--- src/rtl/serial_tx_arbiter.sv ---
// Shares one UART byte channel between control bytes and FIFO words (MSB byte first).
// Define SYNC_HEADER_EN to prefix every FIFO word with an 8'hA5 sync byte.
module serial_tx_arbiter #(
  parameter int WORD_W     = 48,
  parameter int FIFO_BURST = 4
) (
  input  logic              clk,
  input  logic              rst,
  input  logic              ctrl_valid,
  input  logic [7:0]        ctrl_data,
  output logic              ctrl_ack,
  input  logic              fifo_empty,
  output logic              fifo_rd_en,
  input  logic [WORD_W-1:0] fifo_dout,
  output logic [7:0]        tx_data,
  output logic              new_tx_data,
  input  logic              tx_busy,
  output logic              arb_busy,
  output logic [15:0]       words_sent
);

  localparam int NBYTES = WORD_W / 8;
  localparam int IW     = $clog2(NBYTES + 1) + 1;
  localparam int BW     = $clog2(FIFO_BURST + 1);

`ifdef SYNC_HEADER_EN
  typedef enum logic [2:0] {
    IDLE, CTRL_SEND, FIFO_RD, FIFO_LATCH,
    HDR_SEND, BYTE_SEND, BYTE_GAP
  } state_t;
`else
  typedef enum logic [2:0] {
    IDLE, CTRL_SEND, FIFO_RD, FIFO_LATCH,
    BYTE_SEND, BYTE_GAP
  } state_t;
`endif

  localparam logic PTR_CTRL = 1'b0;
  localparam logic PTR_FIFO = 1'b1;

  state_t            state;
  logic              rr_ptr;
  logic              pkt_ctrl;
  logic [BW-1:0]     burst_cnt;
  logic [IW-1:0]     byte_idx;
  logic [WORD_W-1:0] shreg;

  logic grant_ctrl;
  assign grant_ctrl = ctrl_valid &&
    (fifo_empty || rr_ptr == PTR_CTRL ||
     burst_cnt == BW'(FIFO_BURST));

  always_ff @(posedge clk) begin
    if (rst) begin
      state       <= IDLE;
      rr_ptr      <= PTR_CTRL;
      pkt_ctrl    <= 1'b0;
      burst_cnt   <= '0;
      byte_idx    <= '0;
      shreg       <= '0;
      ctrl_ack    <= 1'b0;
      fifo_rd_en  <= 1'b0;
      tx_data     <= '0;
      new_tx_data <= 1'b0;
      arb_busy    <= 1'b0;
      words_sent  <= '0;
    end else begin
      new_tx_data <= 1'b0;
      ctrl_ack    <= 1'b0;
      fifo_rd_en  <= 1'b0;
      unique case (state)
        IDLE: begin
          if (!ctrl_valid)
            burst_cnt <= '0;
          if (grant_ctrl) begin
            // ctrl byte is captured at grant so a dropped request still sends it
            shreg    <= {ctrl_data, {(WORD_W-8){1'b0}}};
            pkt_ctrl <= 1'b1;
            arb_busy <= 1'b1;
            state    <= CTRL_SEND;
          end else if (!fifo_empty) begin
            fifo_rd_en <= 1'b1;
            pkt_ctrl   <= 1'b0;
            arb_busy   <= 1'b1;
            state      <= FIFO_RD;
          end
        end
        CTRL_SEND: begin
          if (!tx_busy && !new_tx_data) begin
            tx_data     <= shreg[WORD_W-1 -: 8];
            new_tx_data <= 1'b1;
            ctrl_ack    <= 1'b1;
            rr_ptr      <= PTR_FIFO;
            burst_cnt   <= '0;
            state       <= BYTE_GAP;
          end
        end
        FIFO_RD: state <= FIFO_LATCH;
        FIFO_LATCH: begin
          shreg    <= fifo_dout;
          byte_idx <= IW'(NBYTES - 1);
`ifdef SYNC_HEADER_EN
          state    <= HDR_SEND;
`else
          state    <= BYTE_SEND;
`endif
        end
`ifdef SYNC_HEADER_EN
        HDR_SEND: begin
          if (!tx_busy) begin
            tx_data     <= 8'hA5;
            new_tx_data <= 1'b1;
            state       <= BYTE_GAP;
          end
        end
`endif
        BYTE_SEND: begin
          if (!tx_busy) begin
            tx_data     <= shreg[WORD_W-1 -: 8];
            new_tx_data <= 1'b1;
            shreg       <= shreg << 8;
            byte_idx    <= byte_idx - 1'b1;
            state       <= BYTE_GAP;
          end
        end
        BYTE_GAP: begin
          // byte_idx MSB set means the index wrapped below zero
          if (pkt_ctrl) begin
            pkt_ctrl <= 1'b0;
            arb_busy <= 1'b0;
            state    <= IDLE;
          end else if (byte_idx[IW-1]) begin
            words_sent <= words_sent + 16'd1;
            if (burst_cnt != BW'(FIFO_BURST))
              burst_cnt <= burst_cnt + 1'b1;
            rr_ptr   <= PTR_CTRL;
            arb_busy <= 1'b0;
            state    <= IDLE;
          end else begin
            state <= BYTE_SEND;
          end
        end
        default: state <= IDLE;
      endcase
    end
  end

endmodule

--- config.mk ---
export PLATFORM = sky130hd
export DESIGN_NAME = serial_tx_arbiter
export DESIGN_NICKNAME = d
export VERILOG_FILES = /design/src/rtl/serial_tx_arbiter.sv
export SDC_FILE = /design/constraint.sdc
export NUM_CORES = 1
export LEC_CHECK = 0
export ABC_AREA = 1
export BUFFER_PORTS_ARGS = -buffer_cell sky130_fd_sc_hd__buf_2
export CORE_ASPECT_RATIO = 1.1
export CORE_UTILIZATION = 40
export DETAILED_ROUTE_END_ITERATION = 6
export GPL_TIMING_DRIVEN = 0
export MAX_ROUTING_LAYER = met4
export SETUP_SLACK_MARGIN = 0.1
export SYNTH_ARGS = -nofsm -noshare
export SYNTH_HDL_FRONTEND = slang
export SYNTH_SLANG_ARGS = --single-unit
--- constraint.sdc ---
create_clock -name clk -period 4.3 [get_ports clk]
set_input_delay 0.215 -clock clk [delete_from_list [all_inputs] [get_ports clk]]
set_output_delay 0.215 -clock clk [all_outputs]
set_load 0.1 [all_outputs]
==> qor.txt, run 1 <==
CP Capture Type = flip-flop
Netlist cell types = 31
Initial antenna violation count = 0
Vias per inst = 4.65
Most frequent cells in the layout = 218 x nand2_1, 117 x nor2_1, 95 x buf_2
Seq/Total Area, Yosys = 40.6%
Final Max Slew Viols = 0
Crit path from = burst_cnt[0]
R2R depth = 11
Routed WL = 10.8 mm
CP arrival = 2.00 ns
Synth area leaders = dfxtp_1 41%, nand2_1 19%, nor2_1 10%
Post-Synthesis Cell Area = 0.00434 mm2
Leakage = 2.52 nW
Sum Neg Setup Slack = 0 ns
Pre-CTS WS = 2.52 ns
CTS tree = yes
IO buf count = 87
DRC violations left = 0
Global route overflow = 0
Fmax = 0.565 GHz
Detail Route Antenna Nets = 0
Skew final = 0.00813 ns
Most common cell after layout, fill and taps aside = nand2_1
Area of the die = 0.0113 mm2
# IOs = 89
Vias in the first global route = 3916
CTS root buffer = clkbuf_16
Die width = 101 um
GRT Util Overall = 20.5%
Starting Density = 41.4%
Worst skew pair latency = 0.34 ns
1st-iter DRT viols = 163
Share of the synthesized area in the top cell type = 40.6%
Final setup viols = 0
Die Y = 111 um
Core area = 0.0105 mm2
WL per Instance = 11.7 um
TritonCTS buffer count = 9
Synth warn = 0
Slew @ Worst Pin = 0.527 ns
Area leader, netlist = dfxtp_1
Post-synthesis cell count = 677
H-tree levels = 3
Power Dens Cells = 727 mW/mm2
CTS Hold Buffers Added = 0
Post-synth EDFFs = 0
Syn_area_per_cell = 6.41 um2
Setup crit start kind = flip-flop
Clock Sink Count = 88
Largest net degree at the start of global routing = 17
Hold Path Stages = 2
Hold Fails Final Rpt = 0
Placer Congestion = 0.880
Post-cts gate resize count = 0
Ys async rst share = 0%
Syn nets = 742
Nets = 840
Total power = 0.00383 W
Critical hold path startpoint = fifo_empty
Layout cell share with drive strength beyond 1 = 17.4%
Status = completed
#FFs+latches synth = 88
DP HPWL = 8.17 mm
Diodes inserted = 0
Setup CP Type = flip-flop to flip-flop
Router iterations before antenna repair = 4
Post-CTS setup buffer count = 0
Fin crit period = 1.77 ns
Area growth, synth to finish = 21.1%
Reg2reg start = burst_cnt[0]
First-pass GRT wire length = 17.9 mm
Number of max-cap violations = 0
Worst setup margin = 2.53 ns
Worst VDD drop = 0.000277 V
Fillers = 1129
Via count = 4288
Critical Path Fanout Max = 10
Worst min-delay path category = input port to flip-flop
Finished Core Util = 50.1%
Max_slew headroom = 64.9%
Rows = 39
Crit path required time = 4.53 ns
Clock transition at the registers of the reported paths = 0.07 ns
Bufs on Longest Clock Path = 2
RSZ-0062 raised after global routing = no
Final period utilization = 41.2%
Top_reg_cell synth = dfxtp_1
==> registers in the layout, indices dropped and copies added (netlist names) <==
signal	flops
new_tx_data	1
burst_cnt	3
state	3
pkt_ctrl	1
ctrl_ack	1
fifo_rd_en	1
byte_idx	4
shreg	48
rr_ptr	1
tx_data	8
words_sent	16
arb_busy	1
==> critical path, stage by stage (launching register included) <==
cell	delay, ns
dfxtp_1	0.32
inv_1	0.08
ha_1	0.14
nand2_1	0.09
nand3_1	0.11
nand2_1	0.07
nand2_2	0.12
nand3_2	0.18
buf_6	0.21
buf_6	0.14
nor2_1	0.14
nor2_1	0.06
==> layout make-up <==
cell class / instances / area [um2] / share of cell area (%)
plain buffers: 31 / 179 / 3.40
flip-flops and latches: 88 / 1760 / 33.5
multi-input cells: 479 / 2100 / 40.0
well taps: 143 / 179 / 3.40
inverters: 79 / 297 / 5.64
repair buffers: 87 / 435 / 8.28
clock inverters: 7 / 77.6 / 1.48
clock buffers: 9 / 225 / 4.28
==> synthesized netlist by cell type (2+ instances only) <==
cell type / n
o21ai_0: 41
nand4_1: 5
nand3_1: 23
xor2_1: 4
dfxtp_1: 88
buf_4: 6
ha_1: 4
clkbuf_1: 13
xnor2_1: 2
nand3b_1: 2
inv_2: 5
buf_6: 4
nor2_4: 4
nor3_1: 8
inv_1: 73
nand2_2: 2
a21oi_1: 35
nor2_1: 117
buf_2: 8
o211ai_1: 5
nand2_1: 218
==> per-layer routing <==
| metal | global-route usage (%) | vias to the layer above | routed length [um] |
|---|---|---|---|
| li1 | - | 2280 | - |
| met1 | 25.8 | 1910 | 5210 |
| met2 | 34.4 | 87 | 5070 |
| met3 | 2.77 | 11 | 359 |
| met4 | 4.93 | 0 | 108 |
| met5 | - | - | 0 |
==> path summary, 6_finish.rpt <==
path	endpoint	slack [ns]
max	shreg[28]	2.53
min	fifo_rd_en	0.06
max reg2reg	shreg[28]	2.53
min reg2reg	tx_data[2]	0.45
==> metrics by stage <==
step                instance area (um2)  hold WS (ns)  instances
finish                             5260        0.0625        923
global route                       5260        0.0644        923
CTS                                5260        0.0579        923
detailed placement                 4960         0.413        907
global placement                   4960         0.402        907
floorplan                          4340         0.294        677
==> report_power, final <==
part / switching (W) / internal [W] / leakage [nW]
logic: 0.00129 / 0.000552 / 1.66
clock network: 0.000342 / 0.000457 / 0.147
registers: 0.000101 / 0.00108 / 0.720
==> logic make-up (layout without fill, tap and decap cells) <==
group | count (synthesis) | count (layout) | synth area share [%]
flops | 88 | 88 | 40.6
fa+ha+maj | 4 | 4 | 1.15
compound gates | 85 | 85 | 10.3
simple gates | 384 | 384 | 35.9
buf+inv | 110 | 213 | 11.0
xor+xnor | 6 | 6 | 1.21
Note: power is estimated with default switching activity, not from simulation.
==> run 2: changes to the inputs <==
clock period = 1.4 ns   (was 4.3 ns; I/O delays follow)
==> qor.txt, run 2 (synthesis results as in run 1) <==
Routed WL = 12.1 mm (was 10.8 mm)
Worst VDD drop = 0.00123 V (was 0.000277 V)
Worst skew pair latency = 0.34 ns (about the same)
GRT Util Overall = 22.2% (was 20.5%)
Crit path largest cell delay = 0.32 ns (about the same)
CP dominant cell by count = nor2_4
Core area = 0.0105 mm2 (unchanged)
Failing checks = negative setup slack
Nets = 880 (was 840)
Final setup viols = 72 (was 0)
Area growth, synth to finish = 43.3% (was 21.1%)
Multi-input logic area = 0.00246 mm2 (was 0.00210 mm2)
Crit-path cells = buf_6, nor2_4, inv_2, nor2_4, nand2_4, nand3_4, buf_12, clkbuf_16, nor2_4, nor2_1 (was inv_1, ha_1, nand2_1, nand3_1, nand2_1, nand2_2, nand3_2, buf_6, buf_6, nor2_1, nor2_1)
Layout cell share with drive strength beyond 1 = 32.9% (was 17.4%)
Fmax = 0.630 GHz (was 0.565 GHz)
Vias in the first global route = 4201 (was 3916)
Max reg flops = 48 (unchanged)
Total power = 0.0144 W (was 0.00383 W)
FF/Latch Area = 0.00184 mm2 (was 0.00176 mm2)
Power Dens Cells = 2320 mW/mm2 (was 727 mW/mm2)
Hold slack final = 0.00318 ns (was 0.0625 ns)
Hold Fails Final Rpt = 0 (unchanged)
CP arrival = 1.86 ns (was 2.00 ns)
Largest net degree at the start of global routing = 15 (was 17)
WL per Instance = 12.6 um (was 11.7 um)
Setup crit start kind = flip-flop (unchanged)
Final period utilization = 113% (was 41.2%)
Levels on crit path = 10 (was 11)
Global route overflow = 0 (unchanged)
Detail Route Antenna Nets = 0 (unchanged)
Worst Path Buf+Inv = 4 (was 3)
Skew final = 0.00570 ns (was 0.00813 ns)
Final Max Slew Viols = 0 (unchanged)
TritonCTS buffer count = 9 (unchanged)
CP Capture Type = flip-flop (unchanged)
Placer Congestion = 0.844 (was 0.880)
Placed insts = 907 (unchanged)
Router iterations before antenna repair = 5 (was 4)
Slew @ Worst Pin = 0.627 ns (was 0.527 ns)
Worst setup margin = -0.186 ns (was 2.53 ns)
Crit path required time = 1.68 ns (was 4.53 ns)
Diodes inserted = 0 (unchanged)
Die width = 101 um (unchanged)
Biggest register = shreg (unchanged)
Switch share = 43.2% (was 45.3%)
Fin cells = 963 (was 923)
Worst setup path endpoint = shreg[28] (unchanged)
Fillers = 995 (was 1129)
Critical Path Fanout Max = 8 (was 10)
Comb power frac = 56.8% (was 48.2%)
R2r setup slk = -0.19 ns (was 2.53 ns)
Worst min-delay path category = input port to flip-flop (unchanged)
Top delay family on crit path = simple AND/OR/NAND/NOR gates (unchanged)
Leading registers by flop count = shreg: 48 flops, words_sent: 16 flops, tx_data: 8 flops (unchanged)
Starting Density = 41.4% (unchanged)
Die Y = 111 um (unchanged)
Crit path from = state[0] (was burst_cnt[0])
Most frequent cells in the layout = 198 x nand2_1, 91 x nor2_1, 90 x buf_2 (was 218 x nand2_1, 117 x nor2_1, 95 x buf_2)
IO buf count = 87 (unchanged)
Vias per inst = 4.74 (was 4.65)
Most common cell after layout, fill and taps aside = nand2_1 (unchanged)
CTS root buffer = clkbuf_16 (unchanged)
Number of max-cap violations = 0 (unchanged)
Clock transition at the registers of the reported paths = 0.06 ns (was 0.07 ns)
Bufs on Longest Clock Path = 2 (unchanged)
Leakage = 2.84 nW (was 2.52 nW)
Max_slew headroom = 58.2% (was 64.9%)
Seq pwr share = 25.4% (was 30.9%)
R2R depth = 10 (was 11)
DP HPWL = 8.38 mm (was 8.17 mm)
RSZ-0062 raised after global routing = yes (was no)
Internal power = 0.00818 W (was 0.00209 W)
1st-iter DRT viols = 161 (was 163)
Initial antenna violation count = 0 (unchanged)
Power share of the clock group = 17.8% (was 20.9%)
First-pass GRT wire length = 19.2 mm (was 17.9 mm)
Rows = 39 (unchanged)
Fin crit period = 1.59 ns (was 1.77 ns)
Setup CP Type = flip-flop to flip-flop (unchanged)
CTS tree = yes (unchanged)
Clock Sink Count = 88 (unchanged)
Via count = 4565 (was 4288)
Area of the die = 0.0113 mm2 (unchanged)
Sum Neg Setup Slack = -8.34 ns (was 0 ns)
Reg2reg start = state[0] (was burst_cnt[0])
# IOs = 89 (unchanged)
H-tree levels = 3 (unchanged)
Pre-CTS WS = -0.246 ns (was 2.52 ns)
Status = complete, but fails checks (was completed)
DRC violations left = 0 (unchanged)
Slowest library cell on the worst path = dfxtp_2 (was dfxtp_1)
R2R Path End = shreg[28] (unchanged)
Switch Pwr = 0.00623 W (was 0.00173 W)
## run 2: cell count changes in the layout (fill, tap and decap cells not counted), moves of 14 or more
| cell | change |
|---|---|
| nand2_1 | -20 |
| buf_4 | +17 |
| dfxtp_1 | -30 |
| nand2_2 | +15 |
| dfxtp_4 | +17 |
| nor2_4 | +15 |
| buf_6 | +14 |
| nor2_1 | -26 |
## run 2: worst min path at each step
stage	depth (start not counted)	start	slack, ns	to
CTS	3	fifo_dout[2]	0.0003	shreg[2]
finish	3	fifo_dout[4]	0.003	shreg[4]
global route	3	fifo_dout[4]	0.01	shreg[4]
detailed placement	2	fifo_empty	0.26	fifo_rd_en
global placement	2	fifo_empty	0.26	fifo_rd_en
floorplan	1	fifo_empty	0.15	fifo_rd_en
## run 2: per-stage QoR
| stage | instance area [um2] | util, % |
|---|---|---|
| final | 6220 | 59.3 |
| after global routing | 6220 | 59.3 |
| after CTS | 5890 | 56.1 |
| after detailed placement | 5130 | 48.9 |
| after global placement | 5130 | 48.9 |
| after floorplan | 4520 | - |
## run 2: worst reg2reg max path, stage by stage (launching register included)
cell and delay, ns:
dfxtp_2 0.32, buf_6 0.13, nor2_4 0.14, inv_2 0.08
nor2_4 0.12, nand2_4 0.08, nand3_4 0.18, buf_12 0.17
clkbuf_16 0.17, nor2_4 0.04, nor2_1 0.10
## run 2: layer usage
metal | global-route usage (%) | up-vias | part of all wire (%)
met5 | - | - | 0
li1 | - | 2368 | -
met1 | 26.4 | 2091 | 44
met2 | 38.2 | 97 | 52
met3 | 2.59 | 9 | 3.4
met4 | 8.02 | 0 | 1.0
## run 2: what timing repair did
action,in CTS,in global routing
pin swaps,10,26
endpoints found under the hold margin,7,0
setup endpoints to repair,79,88
cloned,2,3
buffers inserted,22,8
resized for setup,55,74
hold buffers,7,0
## run 2: layout make-up
class	count	area share (%)
plain buffers	30	3.74
clock inverters	5	1.31
inverters	79	5.03
well taps	143	2.88
flip-flops and latches	88	29.6
repair buffers	128	14.1
clock buffers	11	3.74
multi-input cells	479	39.6
## run 2: power by group through the flow
stage / logic [W] / clock network [W] / registers, W
after global routing: 0.00895 / 0.00272 / 0.00374
after global placement: 0.00581 / 0 / 0.00367
final: 0.00818 / 0.00256 / 0.00367
after floorplan: 0.00388 / 0 / 0.00448
after CTS: 0.00699 / 0.00262 / 0.00364
after detailed placement: 0.00588 / 0 / 0.00370
==> run 3: changes to the inputs <==
ABC_AREA = unset   (was 1)
RECOVER_POWER = 25   (was unset)
==> qor.txt, run 3 <==
Finished Core Util = 66.2% (was 59.3%)
Starting Density = 41.2% (was 41.4%)
Layout cell share with drive strength beyond 1 = 57.9% (was 32.9%)
Vias per inst = 5.51 (was 4.74)
Worst skew pair latency = 0.35 ns (was 0.34 ns)
Nets = 683 (was 880)
Core area = 0.0109 mm2 (was 0.0105 mm2)
Synth warn = 0 (unchanged)
Multi-input logic area = 0.00310 mm2 (was 0.00246 mm2)
Most common cell after layout, fill and taps aside = buf_2 (was nand2_1)
Final setup viols = 77 (was 72)
CTS tree = yes (unchanged)
Final Max Slew Viols = 0 (unchanged)
Max reg flops = 48 (unchanged)
Crit path required time = 1.60 ns (was 1.68 ns)
Leakage = 2.78 nW (was 2.84 nW)
DRC violations left = 0 (unchanged)
Placer Congestion = 0.844 (about the same)
Slew @ Worst Pin = 0.815 ns (was 0.627 ns)
Vias in the first global route = 4130 (was 4201)
IO buf count = 87 (unchanged)
Clock Sink Count = 88 (unchanged)
Seq/Total Area, Yosys = 39.2% (was 40.6%)
Number of max-cap violations = 0 (unchanged)
Total power = 0.0138 W (was 0.0144 W)
Power Dens Cells = 1900 mW/mm2 (was 2320 mW/mm2)
GRT Util Overall = 24.4% (was 22.2%)
CTS root buffer = clkbuf_16 (unchanged)
# IOs = 89 (unchanged)
Routed WL = 14.1 mm (was 12.1 mm)
Status = complete, but fails checks (unchanged)
First-pass GRT wire length = 21.1 mm (was 19.2 mm)
FF/Latch Area = 0.00181 mm2 (was 0.00184 mm2)
Setup crit start kind = flip-flop (unchanged)
Leading registers by flop count = shreg: 48 flops, words_sent: 16 flops, tx_data: 8 flops (unchanged)
Post-synth EDFFs = 0 (unchanged)
Failing checks = negative setup slack (unchanged)
Hold slack final = 0.0136 ns (was 0.00318 ns)
Detail Route Antenna Nets = 0 (unchanged)
#FFs+latches synth = 88 (unchanged)
Ys async rst share = 0% (unchanged)
Crit path largest cell delay = 0.34 ns (was 0.32 ns)
Diodes inserted = 0 (unchanged)
Fillers = 871 (was 995)
Worst min-delay path category = input port to flip-flop (unchanged)
Syn_area_per_cell = 9.97 um2 (was 6.41 um2)
Top_reg_cell synth = dfxtp_1 (unchanged)
Area growth, synth to finish = 60.8% (was 43.3%)
Count leader, synth = dfxtp_1 (was nand2_1)
Max_slew headroom = 45.7% (was 58.2%)
TritonCTS buffer count = 9 (unchanged)
Die Y = 113 um (was 111 um)
Most frequent cells in the layout = 77 x buf_2, 66 x dfxtp_1, 42 x nor3_4 (was 198 x nand2_1, 91 x nor2_1, 90 x buf_2)
DP HPWL = 8.78 mm (was 8.38 mm)
Setup CP Type = flip-flop to flip-flop (unchanged)
Slowest library cell on the worst path = dfxtp_2 (unchanged)
Final period utilization = 119% (was 113%)
Post-synthesis cell count = 451 (was 677)
Netlist cell types = 64 (was 31)
Fin crit period = 1.67 ns (was 1.59 ns)
Commonest cells post-synth = 88 x dfxtp_1, 40 x a22oi_1, 39 x nor3_2 (was 218 x nand2_1, 117 x nor2_1, 88 x dfxtp_1)
Post-DP Area = 0.00564 mm2 (was 0.00513 mm2)
Biggest register = shreg (unchanged)
CP arrival = 1.87 ns (was 1.86 ns)
Share of the synthesized area in the top cell type = 39.2% (was 40.6%)
Largest net degree at the start of global routing = 15 (unchanged)
Area of the die = 0.0117 mm2 (was 0.0113 mm2)
WL per Instance = 18.4 um (was 12.6 um)
Fmax = 0.598 GHz (was 0.630 GHz)
Synth area leaders = dfxtp_1 39%, a211oi_2 9.2%, nor3_2 8.7% (was dfxtp_1 41%, nand2_1 19%, nor2_1 10%)
CP Capture Type = flip-flop (unchanged)
Critical Path Fanout Max = 9 (was 8)
Via count = 4239 (was 4565)
Sum Neg Setup Slack = -14.36 ns (was -8.34 ns)
Rows = 40 (was 39)
Final instance area = 0.00723 mm2 (was 0.00622 mm2)
Skew final = 0.00610 ns (was 0.00570 ns)
H-tree levels = 3 (unchanged)
Die width = 103 um (was 101 um)
RSZ-0062 raised after global routing = yes (unchanged)
Router iterations before antenna repair = 7 (was 5)
Hold Fails Final Rpt = 0 (unchanged)
Worst setup margin = -0.273 ns (was -0.186 ns)
1st-iter DRT viols = 199 (was 161)
Bufs on Longest Clock Path = 2 (unchanged)
Initial antenna violation count = 0 (unchanged)
Clock transition at the registers of the reported paths = 0.07 ns (was 0.06 ns)
Worst VDD drop = 0.00106 V (was 0.00123 V)
Crit-path cells = buf_8, and3b_1, buf_6, or2_4, buf_12, clkbuf_16, nor3_4, a311oi_2 (was buf_6, nor2_4, inv_2, nor2_4, nand2_4, nand3_4, buf_12, clkbuf_16, nor2_4, nor2_1)
Syn nets = 516 (was 742)
Post-Synthesis Cell Area = 0.00449 mm2 (was 0.00434 mm2)
Area leader, netlist = dfxtp_1 (unchanged)
Global route overflow = 0 (unchanged)
-- run 3: routing by layer --
metal,global-route usage [%],share of wire (%)
met3,2.04,4.2
met5,-,0
met4,10.9,2.0
met2,41.9,54
met1,28.8,40
-- run 3: timing repair --
| action | 4_1_cts | 5_1_grt |
|---|---|---|
| setup endpoints to repair | 86 | 86 |
| hold endpoints to repair | 10 | 0 |
| gates cloned | 5 | 7 |
| buffers inserted | 33 | 22 |
| hold buffers | 10 | 0 |
| resized for setup | 63 | 61 |
| pin swaps | 40 | 48 |
-- run 3: path summary, 6_finish.rpt --
check | slack (ns) | to | from | depth (start not counted)
min | 0.01 | shreg[43] | ctrl_data[3] | 3
max reg2reg | -0.27 | shreg[42] | state[0] | 8
max | -0.27 | shreg[42] | state[0] | 8
min reg2reg | 0.49 | words_sent[13] | words_sent[13] | 2
-- run 3: layout make-up --
cell class	count	area share (%)
Clock inverter	5	0.779
Tap cell	147	2.55
Timing Repair Buffer	156	18.1
Clock buffer	11	3.22
Buffer	41	6.84
Sequential cell	88	25.1
Multi-Input combinational cell	311	42.9
Inverter	11	0.571
-- run 3: cells by family after synthesis --
logic type	count (synthesis)	share of synthesized area, %
simple gates	153	23.0
compound gates	135	26.6
flops	88	39.2
buf+inv	53	6.32
mux	10	2.26
xor+xnor	8	1.56
fa+ha+maj	4	1.11
-- run 3: power breakdown --
group	total [W]	internal (W)	leakage (nW)	switching [W]
clock network	0.00243	0.00139	0.142	0.00105
registers	0.00384	0.00315	0.732	0.000694
logic	0.00748	0.00393	1.91	0.00355
-- run 3: stage by stage --
stage	std cells	setup slack, ns
after floorplan	451	-0.372
after global placement	685	-0.467
after detailed placement	685	-0.483
after CTS	749	-0.307
after global routing	770	-0.322
final	770	-0.273
-- run 3: worst max-delay path, delay by kind of cell (launching register included) --
| family | cells | cell delay [ns] |
|---|---|---|
| AOI/OAI and AO/OA | 1 | 0.05 |
| and+or+nand+nor | 3 | 0.53 |
| DFF | 1 | 0.34 |
| buffers and inverters | 4 | 0.61 |
